File: src/rtl/keypad_scanner.sv
// Purpose : matrix-keypad scanner; drives one row low at a time, debounces a single key, queues events.
// Latency : a press stable at a row-sample edge appears on key_valid_o about 2 + DEBOUNCE_CYC + 1 cycles later.
// Backpressure: key_valid_o/key_ready_i pop; a full FIFO drops new events and sets sticky overflow_o.
//
// Ports:
//   clk, rst_n    system clock, asynchronous active-low reset
//   row_o         active-low row drive, at most one bit low (all ones in reset)
//   col_i         active-low asynchronous column sense, pulled up externally
//   key_valid_o   FIFO non-empty; key_code_o holds the head event
//   key_code_o    {release, 1'b0, row*COLS+col}, zero when the FIFO is empty
//   key_ready_i   pops the head when key_valid_o is also high
//   clr_ovf_i     clears overflow_o (a same-cycle drop wins)
//   overflow_o    sticky: an event was dropped on a full FIFO
//   key_irq_o     level interrupt, same as key_valid_o
//
// Build option: define KEYPAD_RELEASE_EVT_EN to also queue a release event
// (bit 7 set) when a held key is debounced as released.

module keypad_scanner #(
  parameter int ROWS         = 4,
  parameter int COLS         = 4,
  parameter int SCAN_DIV     = 8,
  parameter int DEBOUNCE_CYC = 16,
  parameter int FIFO_DEPTH   = 4
) (
  input  logic            clk,
  input  logic            rst_n,
  output logic [ROWS-1:0] row_o,
  input  logic [COLS-1:0] col_i,
  output logic            key_valid_o,
  output logic [7:0]      key_code_o,
  input  logic            key_ready_i,
  input  logic            clr_ovf_i,
  output logic            overflow_o,
  output logic            key_irq_o
);

  localparam int RW  = (ROWS > 1) ? $clog2(ROWS) : 1;
  localparam int CW  = (COLS > 1) ? $clog2(COLS) : 1;
  localparam int DW  = $clog2(SCAN_DIV);
  localparam int DBW = $clog2(DEBOUNCE_CYC);
  localparam int AW  = $clog2(FIFO_DEPTH);

  localparam logic [RW-1:0]  ROW_LAST = RW'(ROWS - 1);
  localparam logic [DW-1:0]  DIV_LAST = DW'(SCAN_DIV - 1);
  localparam logic [DBW-1:0] DEB_LAST = DBW'(DEBOUNCE_CYC - 1);

  typedef enum logic [1:0] {
    ST_SCAN     = 2'd0,
    ST_DEBOUNCE = 2'd1,
    ST_HOLD     = 2'd2
  } state_t;

  // ---------------------------------------------------------------------------
  // Column synchronizer; resets to the idle (pulled-up) level.
  // ---------------------------------------------------------------------------
  logic [COLS-1:0] col_meta;
  logic [COLS-1:0] col_s;

  always_ff @(posedge clk or negedge rst_n) begin
    if (!rst_n) begin
      col_meta <= '1;
      col_s    <= '1;
    end else begin
      col_meta <= col_i;
      col_s    <= col_meta;
    end
  end

  // ---------------------------------------------------------------------------
  // Scan / debounce state
  // ---------------------------------------------------------------------------
  state_t          state_q,  state_d;
  logic            started_q;
  logic [RW-1:0]   row_idx_q, row_idx_d;
  logic [DW-1:0]   div_cnt_q, div_cnt_d;
  logic [DBW-1:0]  deb_cnt_q, deb_cnt_d;
  logic [CW-1:0]   lat_col_q, lat_col_d;

  logic            evt_vld;
  logic [7:0]      evt_dat;

  logic            any_low;
  logic [CW-1:0]   first_col;
  logic            lat_low;
  logic [RW-1:0]   row_next;
  logic [5:0]      code;

  // Lowest-index active column; scanning downward lets the lowest index win.
  always_comb begin
    any_low   = 1'b0;
    first_col = '0;
    for (int c = COLS - 1; c >= 0; c--) begin
      if (!col_s[c]) begin
        any_low   = 1'b1;
        first_col = CW'(c);
      end
    end
  end

  assign lat_low  = ~col_s[lat_col_q];
  assign row_next = (row_idx_q == ROW_LAST) ? '0 : row_idx_q + RW'(1);
  // The row index is frozen outside SCAN, so it is the latched row.
  assign code     = 6'(row_idx_q) * 6'(COLS) + 6'(lat_col_q);

  always_comb begin
    state_d   = state_q;
    row_idx_d = row_idx_q;
    div_cnt_d = div_cnt_q;
    deb_cnt_d = deb_cnt_q;
    lat_col_d = lat_col_q;
    evt_vld   = 1'b0;
    evt_dat   = '0;

    case (state_q)
      ST_SCAN: begin
        // Nothing moves until the first row has actually been driven.
        if (started_q) begin
          if (div_cnt_q == DIV_LAST) begin
            if (any_low) begin
              state_d   = ST_DEBOUNCE;
              lat_col_d = first_col;
              deb_cnt_d = '0;
            end else begin
              row_idx_d = row_next;
              div_cnt_d = '0;
            end
          end else begin
            div_cnt_d = div_cnt_q + DW'(1);
          end
        end
      end

      ST_DEBOUNCE: begin
        if (lat_low) begin
          if (deb_cnt_q == DEB_LAST) begin
            evt_vld   = 1'b1;
            evt_dat   = {2'b00, code};
            state_d   = ST_HOLD;
            deb_cnt_d = '0;
          end else begin
            deb_cnt_d = deb_cnt_q + DBW'(1);
          end
        end else begin
          // Bounce: abandon this key and continue with a fresh period on the next row.
          state_d   = ST_SCAN;
          row_idx_d = row_next;
          div_cnt_d = '0;
          deb_cnt_d = '0;
        end
      end

      ST_HOLD: begin
        // Only the latched key is watched; other keys are ignored until release.
        if (!lat_low) begin
          if (deb_cnt_q == DEB_LAST) begin
            state_d   = ST_SCAN;
            row_idx_d = row_next;
            div_cnt_d = '0;
            deb_cnt_d = '0;
`ifdef KEYPAD_RELEASE_EVT_EN
            evt_vld   = 1'b1;
            evt_dat   = {2'b10, code};
`endif
          end else begin
            deb_cnt_d = deb_cnt_q + DBW'(1);
          end
        end else begin
          deb_cnt_d = '0;
        end
      end

      default: begin
        state_d   = ST_SCAN;
        div_cnt_d = '0;
        deb_cnt_d = '0;
      end
    endcase
  end

  always_ff @(posedge clk or negedge rst_n) begin
    if (!rst_n) begin
      state_q   <= ST_SCAN;
      started_q <= 1'b0;
      row_idx_q <= '0;
      div_cnt_q <= '0;
      deb_cnt_q <= '0;
      lat_col_q <= '0;
    end else begin
      state_q   <= state_d;
      started_q <= 1'b1;
      row_idx_q <= row_idx_d;
      div_cnt_q <= div_cnt_d;
      deb_cnt_q <= deb_cnt_d;
      lat_col_q <= lat_col_d;
    end
  end

  assign row_o = started_q ? ~(ROWS'(1) << row_idx_q) : '1;

  // ---------------------------------------------------------------------------
  // Event FIFO. Pointers carry one extra wrap bit to tell full from empty.
  // ---------------------------------------------------------------------------
  logic [7:0]  fifo_mem [FIFO_DEPTH];
  logic [AW:0] wr_ptr_q;
  logic [AW:0] rd_ptr_q;
  logic        fifo_empty;
  logic        fifo_full;
  logic        do_pop;
  logic        do_push;
  logic        drop;
  logic        ovf_q;

  assign fifo_empty = (wr_ptr_q == rd_ptr_q);
  assign fifo_full  = (wr_ptr_q[AW] != rd_ptr_q[AW]) &&
                      (wr_ptr_q[AW-1:0] == rd_ptr_q[AW-1:0]);
  assign do_pop     = ~fifo_empty & key_ready_i;
  // A pop in the same cycle frees the slot, so a full FIFO can still take the push.
  assign do_push    = evt_vld & (~fifo_full | do_pop);
  assign drop       = evt_vld & fifo_full & ~do_pop;

  always_ff @(posedge clk or negedge rst_n) begin
    if (!rst_n) begin
      wr_ptr_q <= '0;
      rd_ptr_q <= '0;
    end else begin
      if (do_push) wr_ptr_q <= wr_ptr_q + (AW+1)'(1);
      if (do_pop)  rd_ptr_q <= rd_ptr_q + (AW+1)'(1);
    end
  end

  always_ff @(posedge clk) begin
    if (do_push) fifo_mem[wr_ptr_q[AW-1:0]] <= evt_dat;
  end

  // Drop wins over a same-cycle clear so no loss goes unreported.
  always_ff @(posedge clk or negedge rst_n) begin
    if (!rst_n) begin
      ovf_q <= 1'b0;
    end else if (drop) begin
      ovf_q <= 1'b1;
    end else if (clr_ovf_i) begin
      ovf_q <= 1'b0;
    end
  end

  assign key_valid_o = ~fifo_empty;
  assign key_irq_o   = ~fifo_empty;
  assign key_code_o  = fifo_empty ? 8'h00 : fifo_mem[rd_ptr_q[AW-1:0]];
  assign overflow_o  = ovf_q;

endmodule

File: config.mk
export PLATFORM = sky130hd
export DESIGN_NAME = keypad_scanner
export DESIGN_NICKNAME = d
export VERILOG_FILES = /design/src/rtl/keypad_scanner.sv
export SDC_FILE = /design/constraint.sdc
export NUM_CORES = 1
export LEC_CHECK = 0
export ABC_CLOCK_PERIOD_IN_PS = 2220
export CORE_ASPECT_RATIO = 1.75
export CORE_MARGIN = 2
export CORE_UTILIZATION = 45
export DETAILED_ROUTE_END_ITERATION = 10
export GPL_ROUTABILITY_DRIVEN = 0
export GPL_TIMING_DRIVEN = 0
export PLACE_DENSITY = 0.78
export SETUP_SLACK_MARGIN = 0.4
export SLEW_MARGIN = 30
export SYNTH_ARGS = -nofsm -noshare
export SYNTH_HDL_FRONTEND = slang
export SYNTH_SLANG_ARGS = --single-unit
File: constraint.sdc
create_clock -name clk -period 2.22 [get_ports clk]
set_clock_uncertainty 0.1 [all_clocks]
set_input_delay 0.444 -clock clk [delete_from_list [all_inputs] [get_ports clk]]
set_output_delay 0.444 -clock clk [all_outputs]
set_load 0.005 [all_outputs]
==> results.toml, run 1 <==
[route]
drt_iter0_drc = 39
dr.pass1.iters = 4
antenna_left = 0
vias = 1514
wire_per_inst_um = 15.6
routed_wl_um = 4510
drc_errors = 0
via_per_inst = 5.24

[timing]
fmax_mhz = 451
drv_slew = 0
tightest_slew_ns = 0.654
setup_ws_ns = 0.00140
finalHoldViolCount = 0
setup_violations = 0
min_period_over_period_pct = 99.9
period_minus_slack_ns = 2.22
fin_hold_ws_ns = 0.0745
slew-limit-headroom_pct = 56.4
rsz0062_at_grt = "true"

[worst_hold_path]
hp-class = "input pin to async pin"

[job]
drv_cap = 0

[setup_path]
crit_arrival_ns = 1.67
critPathCaptureType = "primary output"
cp-start-kind = "flip-flop"
r2r_slack_ns = 0.21
worst_ep_required_time_ns = 1.68
path_max_fanout = 4
worstSetupPathType = "flip-flop to primary output"

[cells_and_area]
mostFrequentLayoutCells = "buf_4, dfrtp_1, buf_6, edfxtp_1"
n_fill_cell = 354
multi_input_area_mm2 = 0.00117
drive_gt1_share_pct = 50.2
regArea_mm2 = 0.00122
antennaDiodeCount = 0
final_common_cell = "buf_4"
layout.nets = 258
syn_to_final_growth_pct = 37.3
utilization_pct = 62.9
stdcell_area_mm2 = 0.00308

[floorplanning]
die_h_um = 97.4
die_area_mm2 = 0.00559
rows = 34
die_x_um = 57.4
start_util_pct = 45.8
io_pins = 23
coreArea_mm2 = 0.00489

[placed_design]
io_buffers = 18
pre_cts_ws_ns = -0.0527
hpwl_um = 2660
placed_area_mm2 = 0.00250

[status]
status = "finished clean"

[cts]
clock_latency_ns = 0.30
numCtsBuffers = 5
clock_path_buffers = 2
cts_tree = "built"
cts.clk_slew.worst_paths_ns = 0.08
holdBufCountCts = 0
cts.sink_count = 45
cts_root_buf = "clkbuf_8"
htree_levels = 2

[logic_synthesis]
synth_area_per_cell_um2 = 12.9
synthCells = 174
yosysSeqAreaShare_pct = 54.2
ys.warnings.count = 0
ys_types = 42
synth_seq_cells = 45
mappedNetlistArea_mm2 = 0.00224

[pwr]
seqPwrFrac_pct = 34.6
pwr_density_cell_mw_per_mm2 = 1000
vdd_ir_drop_max_v = 0.000637
power_switching_w = 0.00101
total_leakage_power_nw = 1.33
intPower_w = 0.00209
swShare_pct = 32.5
clkPwrFrac_pct = 15.3
p_comb_share_pct = 50.1

[global_route]
grt_overflow = 0
grt_pass1_wl_um = 6980
antenna_found_initial = 0
grt_pass1_vias = 1515
grt_max_degree = 30
grt_util_all_layers_pct = 16.2
## worst paths after layout
kind                         startpoint        endpoint  depth (start not counted)
setup / recovery            rd_ptr_q[0]   key_code_o[3]                          5
hold / removal                    rst_n    div_cnt_q[2]                          1
setup reg to reg           lat_col_q[0]  fifo_mem[1][2]                          4
hold reg to reg             col_meta[1]        col_s[1]                          0
max in group asynchronous         rst_n     rd_ptr_q[1]                          1
min in group clk            col_meta[1]        col_s[1]                          0
## cells by family after synthesis
kind of cell	synth area share, %
AO/OA/AOI/OAI	7.81
XOR/XNOR	2.73
adder cells (fa/ha/maj)	8.93
buffers and inverters	4.24
flip-flops	54.2
multiplexers	10.2
other	0.335
AND/OR/NAND/NOR	11.5
## critical path: stages, from the launching register on
cell and delay [ns]:
dfrtp_1 0.37, buf_6 0.15, buf_6 0.12, mux4_2 0.48
and2_1 0.14, buf_2 0.12
## flip-flops by register name, summed over array words and instances (netlist names), 3 cells and up
register and flops:
div_cnt_q 3, wr_ptr_q 3, col_s 4, col_meta 4
fifo_mem 16, rd_ptr_q 3, deb_cnt_q 4
## per-layer routing
layer  wire, um  global-route usage (%)  vias to the layer above  part of all wire (%)
li1           -                       -                      734                     -
met1       1520                    16.6                      749                    34
met2       2780                    30.6                       23                    62
met3        110                    3.33                        8                   2.4
met4        106                    5.90                        0                   2.3
met5          0                       0                        -                     0
## per-stage QoR
| stage | total power (W) | setup TNS [ns] | std cells |
|---|---|---|---|
| after floorplan | 0.00167 | 0 | 177 |
| after global placement | 0.00193 | -0.0702 | 249 |
| after detailed placement | 0.00196 | -0.293 | 249 |
| after CTS | 0.00285 | -0.0169 | 280 |
| after global routing | 0.00330 | -0.221 | 289 |
| final | 0.00309 | 0 | 289 |
## power groups by stage
| stage | clock (W) | combinational (W) | sequential (W) |
|---|---|---|---|
| floorplan | 0 | 0.000606 | 0.00107 |
| global placement | 0 | 0.000841 | 0.00109 |
| detailed placement | 0 | 0.000861 | 0.00110 |
| CTS | 0.000489 | 0.00131 | 0.00106 |
| global route | 0.000522 | 0.00169 | 0.00108 |
| finish | 0.000473 | 0.00155 | 0.00107 |
## cells in the mapped netlist
cell type	count	area [um^2]
a21oi_1	7	35.0
inv_1	12	45.0
conb_1	2	7.51
dfstp_2	8	210
o32a_1	1	10.0
and4_1	1	8.76
ha_1	16	200
and2_2	4	30.0
o32ai_1	1	8.76
nor4_1	2	12.5
o31a_4	1	17.5
dfrtp_1	21	526
o31ai_1	1	7.51
o22ai_1	1	6.26
and2_1	7	43.8
a21boi_0	1	7.51
o21ai_0	4	20.0
nor3_1	3	15.0
o21a_1	1	7.51
nor3b_1	2	15.0
a22o_1	1	8.76
o2bb2ai_1	2	17.5
mux2_2	6	67.6
mux2i_2	1	13.8
xor2_1	1	8.76
nor2_1	5	18.8
o311a_2	1	11.3
and3_1	2	12.5
mux4_2	5	113
nand4b_1	1	8.76
buf_2	1	5.00
edfxtp_1	16	480
nor3b_4	1	18.8
a211o_1	2	17.5
mux2i_1	2	20.0
nand2_1	10	37.5
xnor2_1	6	52.6
mux2_4	1	15.0
nand3_1	6	30.0
nand2b_1	1	6.26
buf_4	5	37.5
clkbuf_1	2	7.51
## layout make-up
cell class / count / area share (%)
Inverter: 12 / 1.54
Sequential cell: 45 / 39.6
Tap cell: 54 / 2.19
Timing Repair Buffer: 50 / 13.9
Clock inverter: 1 / 0.163
Clock buffer: 7 / 2.48
Buffer: 8 / 2.03
Multi-Input combinational cell: 112 / 38.1
## what timing repair did
| action | CTS | global route |
|---|---|---|
| setup endpoints to repair | 56 | 58 |
| endpoints found under the hold margin | 0 | 0 |
| pin swaps | 23 | 12 |
| gates resized for setup | 84 | 25 |
| cloned | 0 | 0 |
| setup buffers | 23 | 9 |
Power figures use the tool's default switching activity.
==> run 2, diff against run 1 <==
==> constraint.sdc (replaced) <==
create_clock -name clk -period 2.22 [get_ports clk]
set_clock_uncertainty 0.1 [all_clocks]
set_input_delay 0.333 -clock clk [delete_from_list [all_inputs] [get_ports clk]]
set_output_delay 0.333 -clock clk [all_outputs]
set_load 0.005 [all_outputs]
==> run 2 against run 1 <==
Global-route usage decreased by 0.22 points. Count of clock-buffer cells in the layout unchanged. Critical path depth stayed put. Cell count is 0.35% lower. Via count decreased by 0.66%. First-iteration DRC count decreased by 2.6%. Hold slack better by 0.18 ns. Register-to-register slack worse by 0.04 ns.
==> results.toml, run 2 (same netlist as run 1, synthesis figures left out) <==
[setup_path]
rr_startpoint = "lat_col_q[0]"
worstSetupPathType = "flip-flop to primary output"
worst_ep_required_time_ns = 1.79
path_max_fanout = 4
crit_arrival_ns = 1.67
startpoint = "rd_ptr_q[0]"
cp-start-kind = "flip-flop"
critPathCaptureType = "primary output"

[timing]
rsz0062_at_grt = "true"
finalHoldViolCount = 0
slew-limit-headroom_pct = 56.8
period_minus_slack_ns = 2.11
drv_slew = 0
tightest_slew_ns = 0.648
setup_violations = 0
fmax_mhz = 475
min_period_over_period_pct = 94.9

[job]
drv_cap = 0

[cts]
htree_levels = 2
cts.clk_slew.worst_paths_ns = 0.08
cts_tree = "built"
cts.sink_count = 45
clock_path_buffers = 2
clock_latency_ns = 0.30
numCtsBuffers = 5
cts_root_buf = "clkbuf_8"

[route]
drc_errors = 0
dr.pass1.iters = 4
drt_iter0_drc = 38
vias = 1504
antenna_left = 0
wire_per_inst_um = 14.8
routed_wl_um = 4270
via_per_inst = 5.22

[global_route]
grt_overflow = 0
grt_pass1_wl_um = 6890
grt_pass1_vias = 1526
grt_max_degree = 30
grt_util_all_layers_pct = 16.0
antenna_found_initial = 0

[cells_and_area]
stdcell_area_mm2 = 0.00303
syn_to_final_growth_pct = 35.3
drive_gt1_share_pct = 45.7
largest_register_ffs = 16
layout.nets = 257
multi_input_area_mm2 = 0.00114
final_common_cell = "buf_4"
utilization_pct = 62.0
mostFrequentLayoutCells = "buf_4, dfrtp_1, edfxtp_1"
regArea_mm2 = 0.00122
antennaDiodeCount = 0
n_fill_cell = 369

[floorplanning]
die_x_um = 57.4
start_util_pct = 45.8
die_area_mm2 = 0.00559
coreArea_mm2 = 0.00489
rows = 34
io_pins = 23
die_h_um = 97.4

[status]
status = "finished clean"

[placed_design]
io_buffers = 18
placed_area_mm2 = 0.00250
hpwl_um = 2660

[worst_hold_path]
hp-class = "flip-flop to flip-flop"
min_from = "col_meta[1]"

[pwr]
vdd_ir_drop_max_v = 0.000638
pwr_density_cell_mw_per_mm2 = 971
total_leakage_power_nw = 1.30
run 2: changes by cell type in the layout (fill, tap and decap cells not counted), moves of 2 or more:
| cell | previous run | this run |
|---|---|---|
| clkbuf_2 | 4 | 2 |
| mux2_2 | 1 | 4 |
| buf_6 | 16 | 10 |
| dlygate4sd2_1 | 0 | 3 |
| buf_4 | 24 | 26 |
| mux2_4 | 6 | 3 |
| ha_1 | 10 | 12 |
run 2: final timing paths:
kind	endpoint	slack, ns	depth (start not counted)
setup / recovery	key_code_o[3]	0.11	5
hold / removal	col_s[1]	0.26	0
setup reg to reg	fifo_mem[1][2]	0.17	4
min in group asynchronous	div_cnt_q[2]	0.49	2
hold reg to reg	col_s[1]	0.26	0
max in group asynchronous	rd_ptr_q[1]	1.07	2
run 2: what timing repair did:
action | in CTS | in global routing
hold buffers | 1 | 0
endpoints found under the setup margin | 56 | 55
cloned | 0 | 0
endpoints found under the hold margin | 21 | 0
setup buffers | 23 | 7
pin swaps | 22 | 10
gates resized for setup | 66 | 17
run 2: power by group:
part	leakage [nW]	internal [W]	total, W	switching (W)
Sequential	0.488	0.000972	0.00106	0.0000913
Combinational	0.772	0.000799	0.00141	0.000613
Clock	0.0422	0.000221	0.000471	0.000250
Total	1.30	0.00199	0.00295	0.000954
run 2: final cells by class:
cell class / count / area share (%)
repair buffers: 49 / 13.6
multi-input cells: 112 / 37.7
inverters: 12 / 1.49
clock inverters: 1 / 0.165
plain buffers: 8 / 2.06
clock buffers: 7 / 2.52
well taps: 54 / 2.23
flip-flops and latches: 45 / 40.2
run 2: worst max-delay path, stage by stage (launching register included):
cell and delay, ns:
dfrtp_1 0.37, buf_6 0.14, buf_6 0.12, mux4_2 0.48, and2_1 0.14, buf_2 0.12
run 2: stage by stage:
step / setup WS, ns / std cells / total power [W] / hold WS, ns / setup TNS [ns]
3_5_place_dp: -0.00922 / 249 / 0.00196 / 0.247 / -0.0814
2_1_floorplan: 0.222 / 177 / 0.00167 / -0.0626 / 0
6_report: 0.114 / 288 / 0.00295 / 0.257 / 0
3_3_place_gp: -0.00139 / 249 / 0.00193 / 0.246 / -0.00662
4_1_cts: 0.104 / 281 / 0.00280 / 0.258 / 0
5_1_grt: 0.0445 / 288 / 0.00315 / 0.260 / 0
run 2: metal layers:
layer  track usage (%)  vias to the layer above  wire length [um]
met1              15.7                      743              1430
met4              6.80                        0                96
li1                  -                      729                 -
met2              30.1                       23              2640
met3              3.73                        9               100
met5                 0                        -                 0
